--- src/rtl/serial_adder_pkg.sv ---
// Shared types and default sizing for the serial_adder block.
package serial_adder_pkg;

  localparam int DEF_WIDTH   = 8;
  localparam int DEF_DIGIT_W = 1;

  typedef enum logic [1:0] {
    IDLE = 2'd0,
    RUN  = 2'd1,
    DONE = 2'd2
  } state_t;

endpackage

--- src/rtl/serial_adder_if.sv ---
// Start/ready/done handshake and operand/result bus of serial_adder.
// The sub signal exists only when SERIAL_ADDER_SUB_EN is defined.
interface serial_adder_if
  import serial_adder_pkg::*;
#(
  parameter int WIDTH = DEF_WIDTH
);

  logic             start;
  logic [WIDTH-1:0] a;
  logic [WIDTH-1:0] b;
  logic             cin;
`ifdef SERIAL_ADDER_SUB_EN
  logic             sub;
`endif
  logic             ready;
  logic             busy;
  logic             done;
  logic [WIDTH-1:0] sum;
  logic             cout;
  logic             ovf;

`ifdef SERIAL_ADDER_SUB_EN
  modport master (output start, a, b, cin, sub, input ready, busy, done, sum, cout, ovf);
  modport slave  (input start, a, b, cin, sub, output ready, busy, done, sum, cout, ovf);
`else
  modport master (output start, a, b, cin, input ready, busy, done, sum, cout, ovf);
  modport slave  (input start, a, b, cin, output ready, busy, done, sum, cout, ovf);
`endif

endinterface

--- src/rtl/digit_adder.sv ---
// Combinational DIGIT_W-bit ripple of full_adder cells; also exposes the
// carry into the digit MSB so the caller can derive signed overflow.
module digit_adder #(
  parameter int DIGIT_W = 1
) (
  input  logic [DIGIT_W-1:0] da_i,
  input  logic [DIGIT_W-1:0] db_i,
  input  logic               dcin_i,
  output logic [DIGIT_W-1:0] dsum_o,
  output logic               dcout_o,
  output logic               dcmsb_o
);

  logic [DIGIT_W:0] c;

  assign c[0] = dcin_i;

  for (genvar i = 0; i < DIGIT_W; i++) begin : g_fa
    full_adder u_fa (
      .a_i  (da_i[i]),
      .b_i  (db_i[i]),
      .ci_i (c[i]),
      .s_o  (dsum_o[i]),
      .co_o (c[i+1])
    );
  end

  assign dcout_o = c[DIGIT_W];
  assign dcmsb_o = c[DIGIT_W-1];

endmodule

--- src/rtl/full_adder.sv ---
// One-bit combinational full adder cell.
module full_adder (
  input  logic a_i,
  input  logic b_i,
  input  logic ci_i,
  output logic s_o,
  output logic co_o
);

  assign s_o  = a_i ^ b_i ^ ci_i;
  assign co_o = (a_i & b_i) | (ci_i & (a_i ^ b_i));

endmodule

--- src/rtl/serial_adder.sv ---
// Multi-cycle adder: WIDTH-bit operands summed DIGIT_W bits per clock through
// one carry flop. Define SERIAL_ADDER_SUB_EN to add the subtract (sub) option.
module serial_adder
  import serial_adder_pkg::*;
#(
  parameter int WIDTH   = DEF_WIDTH,
  parameter int DIGIT_W = DEF_DIGIT_W
) (
  input  logic           clk,
  input  logic           rst,
  serial_adder_if.slave  bus
);

  localparam int K     = WIDTH / DIGIT_W;
  localparam int CNT_W = $clog2(K + 1);

  if (DIGIT_W < 1 || (WIDTH % DIGIT_W) != 0) begin : g_bad_cfg
    $fatal(1, "serial_adder: WIDTH must be a positive multiple of DIGIT_W");
  end

  state_t             state_q, state_d;
  logic [WIDTH-1:0]   a_q, a_d;
  logic [WIDTH-1:0]   b_q, b_d;
  logic [WIDTH-1:0]   sh_q, sh_d;
  logic [WIDTH-1:0]   sum_q, sum_d;
  logic [CNT_W-1:0]   cnt_q, cnt_d;
  logic               carry_q, carry_d;
  logic               cout_q, cout_d;
  logic               ovf_q, ovf_d;

  logic [WIDTH-1:0]   b_in;
  logic               c_in;
  logic [DIGIT_W-1:0] dsum;
  logic               dcout;
  logic               dcmsb;
  logic [WIDTH-1:0]   sh_shift;
  logic               ready, busy, done;

  // Subtraction is a + ~b + 1, so it reuses the adder path unchanged.
`ifdef SERIAL_ADDER_SUB_EN
  assign b_in = bus.sub ? ~bus.b : bus.b;
  assign c_in = bus.sub | bus.cin;
`else
  assign b_in = bus.b;
  assign c_in = bus.cin;
`endif

  digit_adder #(.DIGIT_W(DIGIT_W)) u_digit (
    .da_i    (a_q[DIGIT_W-1:0]),
    .db_i    (b_q[DIGIT_W-1:0]),
    .dcin_i  (carry_q),
    .dsum_o  (dsum),
    .dcout_o (dcout),
    .dcmsb_o (dcmsb)
  );

  // Digits arrive LSB first, so each one enters at the top and slides down.
  always_comb begin
    sh_shift = sh_q >> DIGIT_W;
    sh_shift[WIDTH-1 -: DIGIT_W] = dsum;
  end

  // NOTE: every signal driven here gets a default first, so no path can
  // leave one unassigned and infer a latch.
  always_comb begin
    state_d = state_q;
    a_d     = a_q;
    b_d     = b_q;
    sh_d    = sh_q;
    sum_d   = sum_q;
    cnt_d   = cnt_q;
    carry_d = carry_q;
    cout_d  = cout_q;
    ovf_d   = ovf_q;
    ready   = 1'b0;
    busy    = 1'b0;
    done    = 1'b0;

    unique case (state_q)
      IDLE: begin
        ready = 1'b1;
        if (bus.start) begin
          state_d = RUN;
          a_d     = bus.a;
          b_d     = b_in;
          carry_d = c_in;
          sh_d    = '0;
          cnt_d   = '0;
        end
      end
      RUN: begin
        busy    = 1'b1;
        a_d     = a_q >> DIGIT_W;
        b_d     = b_q >> DIGIT_W;
        sh_d    = sh_shift;
        carry_d = dcout;
        cnt_d   = cnt_q + CNT_W'(1);
        if (cnt_q == CNT_W'(K - 1)) begin
          state_d = DONE;
          sum_d   = sh_shift;
          cout_d  = dcout;
          ovf_d   = dcout ^ dcmsb;
        end
      end
      DONE: begin
        done    = 1'b1;
        state_d = IDLE;
      end
      default: state_d = IDLE;
    endcase
  end

  // NOTE: state elements use non-blocking assignments so every flop samples
  // the pre-edge values regardless of statement order.
  always_ff @(posedge clk or posedge rst) begin
    if (rst) begin
      state_q <= IDLE;
      a_q     <= '0;
      b_q     <= '0;
      sh_q    <= '0;
      sum_q   <= '0;
      cnt_q   <= '0;
      carry_q <= 1'b0;
      cout_q  <= 1'b0;
      ovf_q   <= 1'b0;
    end else begin
      state_q <= state_d;
      a_q     <= a_d;
      b_q     <= b_d;
      sh_q    <= sh_d;
      sum_q   <= sum_d;
      cnt_q   <= cnt_d;
      carry_q <= carry_d;
      cout_q  <= cout_d;
      ovf_q   <= ovf_d;
    end
  end

  assign bus.ready = ready;
  assign bus.busy  = busy;
  assign bus.done  = done;
  assign bus.sum   = sum_q;
  assign bus.cout  = cout_q;
  assign bus.ovf   = ovf_q;

endmodule

--- src/flat_wrapper.sv ---
// flat-port wrapper written by rule: the top's interface ports become plain ports
module serial_adder_flat import serial_adder_pkg::*;
#(
  parameter int WIDTH   = DEF_WIDTH,
  parameter int DIGIT_W = DEF_DIGIT_W
)
  (clk, rst, bus_start, bus_a, bus_b, bus_cin, bus_ready, bus_busy, bus_done, bus_sum, bus_cout, bus_ovf);
  serial_adder_if #(.WIDTH(WIDTH)) bus_i ();
  input  logic clk;
  input  logic rst;
  input wire logic [$bits(bus_i.start)-1:0] bus_start;
  input wire logic [$bits(bus_i.a)-1:0] bus_a;
  input wire logic [$bits(bus_i.b)-1:0] bus_b;
  input wire logic [$bits(bus_i.cin)-1:0] bus_cin;
  output wire logic [$bits(bus_i.ready)-1:0] bus_ready;
  output wire logic [$bits(bus_i.busy)-1:0] bus_busy;
  output wire logic [$bits(bus_i.done)-1:0] bus_done;
  output wire logic [$bits(bus_i.sum)-1:0] bus_sum;
  output wire logic [$bits(bus_i.cout)-1:0] bus_cout;
  output wire logic [$bits(bus_i.ovf)-1:0] bus_ovf;
  assign bus_i.start = bus_start;
  assign bus_i.a = bus_a;
  assign bus_i.b = bus_b;
  assign bus_i.cin = bus_cin;
  assign bus_ready = bus_i.ready;
  assign bus_busy = bus_i.busy;
  assign bus_done = bus_i.done;
  assign bus_sum = bus_i.sum;
  assign bus_cout = bus_i.cout;
  assign bus_ovf = bus_i.ovf;
  serial_adder #(.WIDTH(WIDTH), .DIGIT_W(DIGIT_W)) u_core (.clk(clk), .rst(rst), .bus(bus_i));
endmodule
--- config.mk ---
export PLATFORM = sky130hd
export DESIGN_NAME = serial_adder_flat
export DESIGN_NICKNAME = d
export VERILOG_FILES = /design/src/rtl/serial_adder_pkg.sv /design/src/rtl/serial_adder_if.sv /design/src/rtl/digit_adder.sv /design/src/rtl/full_adder.sv /design/src/rtl/serial_adder.sv /design/src/flat_wrapper.sv
export SDC_FILE = /design/constraint.sdc
export NUM_CORES = 1
export LEC_CHECK = 0
export ABC_AREA = 1
export CORE_MARGIN = 3
export CORE_UTILIZATION = 30
export CTS_CLUSTER_SIZE = 16
export DETAILED_ROUTE_END_ITERATION = 16
export GPL_ROUTABILITY_DRIVEN = 0
export SYNTH_ARGS = -nofsm -noshare
export SYNTH_HDL_FRONTEND = slang
export SYNTH_SLANG_ARGS = --single-unit
--- constraint.sdc ---
create_clock -name clk -period 2.3 [get_ports clk]
set_input_delay 0.46 -clock clk [delete_from_list [all_inputs] [get_ports clk]]
set_output_delay 0.46 -clock clk [all_outputs]
set_load 0.01 [all_outputs]
==> impl_metrics.yaml <==
status:
  outcome: "finished, final reports clean"
yosys:
  ys_warn_count: 0
  ys_async_sr_fraction_pct: 100
  seq_area_frac_synth_pct: 57.0
  ys_ff_latch: 40
  ys_top_cells_by_count: "nand2_1 (58), nand3_1 (55), dfrtp_1 (40)"
  synthesis.nets: 220
  synth_cell_types: 19
  ys.flop_type: "dfrtp_1"
  synthCells: 198
  synth_top_area_share_pct: 57.0
  syn_avg_cell_area_um2: 8.87
  synthMostInstantiatedCell: "nand2_1"
  synth_edf_count: 0
  netlist_top_cells_area: "dfrtp_1 (57%), nand3_1 (16%), nand2_1 (12%)"
  syn_area_um2: 1760
  synth_top_cell_by_area: "dfrtp_1"
global_routing:
  grt_pass1_vias: 1458
  track_usage_pct: 12.7
  gr-total-overflow: 0
  grt_max_degree: 41
  grt_pass1_wl_um: 6710
  antenna_found_initial: 0
clocking:
  cts_tree: "yes"
  cts_hold_buf: 0
  cts_made_buffers: 5
  clk_pin_slew_worst_paths_ps: 80
  cts.sinks: 40
  clkLatencyLatePin_ps: 290
  clockBufferDepth: 2
  h-tree-depth: 2
  post_cts_buffers: 0
  ctsResizeCount: 0
  cts-root-buf: "clkbuf_8"
routing:
  ant_nets: 0
  wl_um: 3650
  dr.first_iter.drc_count: 75
  drtPass1Iterations: 4
  wl_per_cell_um: 12.0
  dr_total_vias: 1376
  drc_errors: 0
  viasPerCell: 4.51
timing:
  finalCriticalPeriod_ps: 1880
  timing.fmax_mhz: 531
  rsz0062_at_grt: "no"
  finalSetupViolations: 0
  post-route-period-util_pct: 81.9
  fin_setup_tns_ps: 0
  skew_ps: 5.52
  finalHoldViolations: 0
  slew_viol_final: 0
  tightest_slew_ps: 507
  slew_headroom_pct: 66.2
floorplan:
  io_pins: 33
  core_region_area_um2: 5570
  die_x_um: 82.5
  row_count: 27
  initial_core_util_pct: 31.5
  fp.dieH_um: 82.5
  die_area_um2: 6810
layout:
  n_fill_cell: 570
  fin_area_um2: 2250
  drive_gt1_share_pct: 8.58
  antenna_cells: 0
  syn2layout_area_growth_pct: 27.9
  num-nets-final: 254
run:
  drv_cap: 0
worst_setup_path:
  setup.worst_path.class: "reg -> out"
  cp-end-kind: "output port"
  reg2regPathDepth: 7
  worstReg2RegEnd: "u_core.bus.sum[1]"
  required_ps: 1840
  arrival_ps: 1420
  startpoint_type: "register"
  crit_fanout: 3
  crit_path_end: "bus_done"
  r2r_start: "u_core.state_q[1]"
  ff2ff_setup_slack_ps: 940
  critPathLaunch: "u_core.state_q[1]"
power_and_ir_drop:
  power-per-cell-area_nw_per_um2: 1260
  irDropWorstVdd_mv: 0.452
  p_leak_nw: 1.07
placement:
  io_buffer_count: 32
  place_area_um2: 2140
  dpl.hpwl_um: 2400
worst_hold_path:
  hp-class: "reg -> reg"
==> critical path, stage by stage (launching register included) <==
cell and delay, ps:
dfrtp_1 380, inv_2 70, nor2_1 130, clkdlybuf4s50_1 570
==> power by group <==
part | leakage [nW] | switching (W) | internal, W
clock network | 0.0552 | 0.000239 | 0.000322
registers | 0.514 | 0.000185 | 0.000998
logic | 0.500 | 0.000593 | 0.000484
total | 1.07 | 0.00102 | 0.00180
==> area by class of cell <==
type                            instances  area, um^2  area share, %
Sequential cell                        40        1000           44.6
Multi-Input combinational cell        138         648           28.9
Timing Repair Buffer                   38         365           16.3
Tap cell                               72        90.1           4.01
Clock buffer                            6        72.6           3.23
Clock inverter                          2        35.0           1.56
Inverter                                9        33.8           1.50
==> metal layers <==
layer  vias up  wire length (um)  GRT usage (%)
met2        31              1520           19.5
met1       620              1920           17.5
met5         -                 0              0
met3         2               190           4.01
met4         0                21           2.94
li1        723                 -              -
==> through the flow <==
| stage | hold WS [ps] | setup WS, ps | utilization, % | std cells | total power, W |
|---|---|---|---|---|---|
| 2_1_floorplan | 442 | 922 | - | 198 | 0.00190 |
| 3_3_place_gp | 450 | 573 | 38.4 | 297 | 0.00227 |
| 3_5_place_dp | 455 | 545 | 38.4 | 297 | 0.00229 |
| 4_1_cts | 477 | 386 | 40.3 | 305 | 0.00287 |
| 5_1_grt | 495 | 317 | 40.3 | 305 | 0.00309 |
| 6_report | 474 | 416 | 40.3 | 305 | 0.00282 |
==> flip-flops by register name, indices dropped and copies added (netlist names) <==
| register | count |
|---|---|
| u_core.sh_q | 7 |
| u_core.bus.sum | 8 |
| u_core.cnt_q | 4 |
| u_core.bus.ovf | 1 |
| u_core.state_q | 2 |
| u_core.a_q | 8 |
| u_core.carry_q | 1 |
| u_core.bus.cout | 1 |
| u_core.b_q | 8 |
==> placed cells by master (no fill, tap or decap) <==
| cell type | n |
|---|---|
| dfrtp_1 | 40 |
| nor2_1 | 6 |
| ha_1 | 1 |
| nand2_1 | 58 |
| o22ai_1 | 3 |
| bufinv_16 | 1 |
| nand4_1 | 1 |
| clkdlybuf4s50_1 | 32 |
| buf_4 | 6 |
| o21ai_1 | 4 |
| a21oi_1 | 1 |
| clkbuf_1 | 1 |
| clkinv_2 | 1 |
| xor2_1 | 1 |
| o21ai_0 | 2 |
| nand3_1 | 55 |
| clkbuf_8 | 5 |
| inv_1 | 7 |
| inv_2 | 2 |
| fa_1 | 1 |
| nor2_2 | 1 |
| nand2_2 | 4 |
==> cell families (layout without fill, tap and decap cells) <==
| group | Yosys count | count (layout) | synth area share, % |
|---|---|---|---|
| buf+inv | 20 | 55 | 6.06 |
| simple gates | 125 | 125 | 31.5 |
| flops | 40 | 40 | 57.0 |
| fa+ha+maj | 2 | 2 | 1.85 |
| compound gates | 10 | 10 | 3.06 |
| xor+xnor | 1 | 1 | 0.499 |
==> worst min-delay path by stage <==
stage,start,endpoint,depth (start not counted)
2_1_floorplan,u_core.sh_q[2],u_core.bus.sum[1],2
3_3_place_gp,u_core.sh_q[5],u_core.bus.sum[4],2
3_5_place_dp,u_core.sh_q[1],u_core.bus.sum[0],2
4_1_cts,u_core.sh_q[1],u_core.bus.sum[0],2
5_1_grt,u_core.bus.sum[2],u_core.bus.sum[2],2
6_report,u_core.sh_q[3],u_core.bus.sum[2],2
Note: power is estimated with default switching activity, not from simulation.
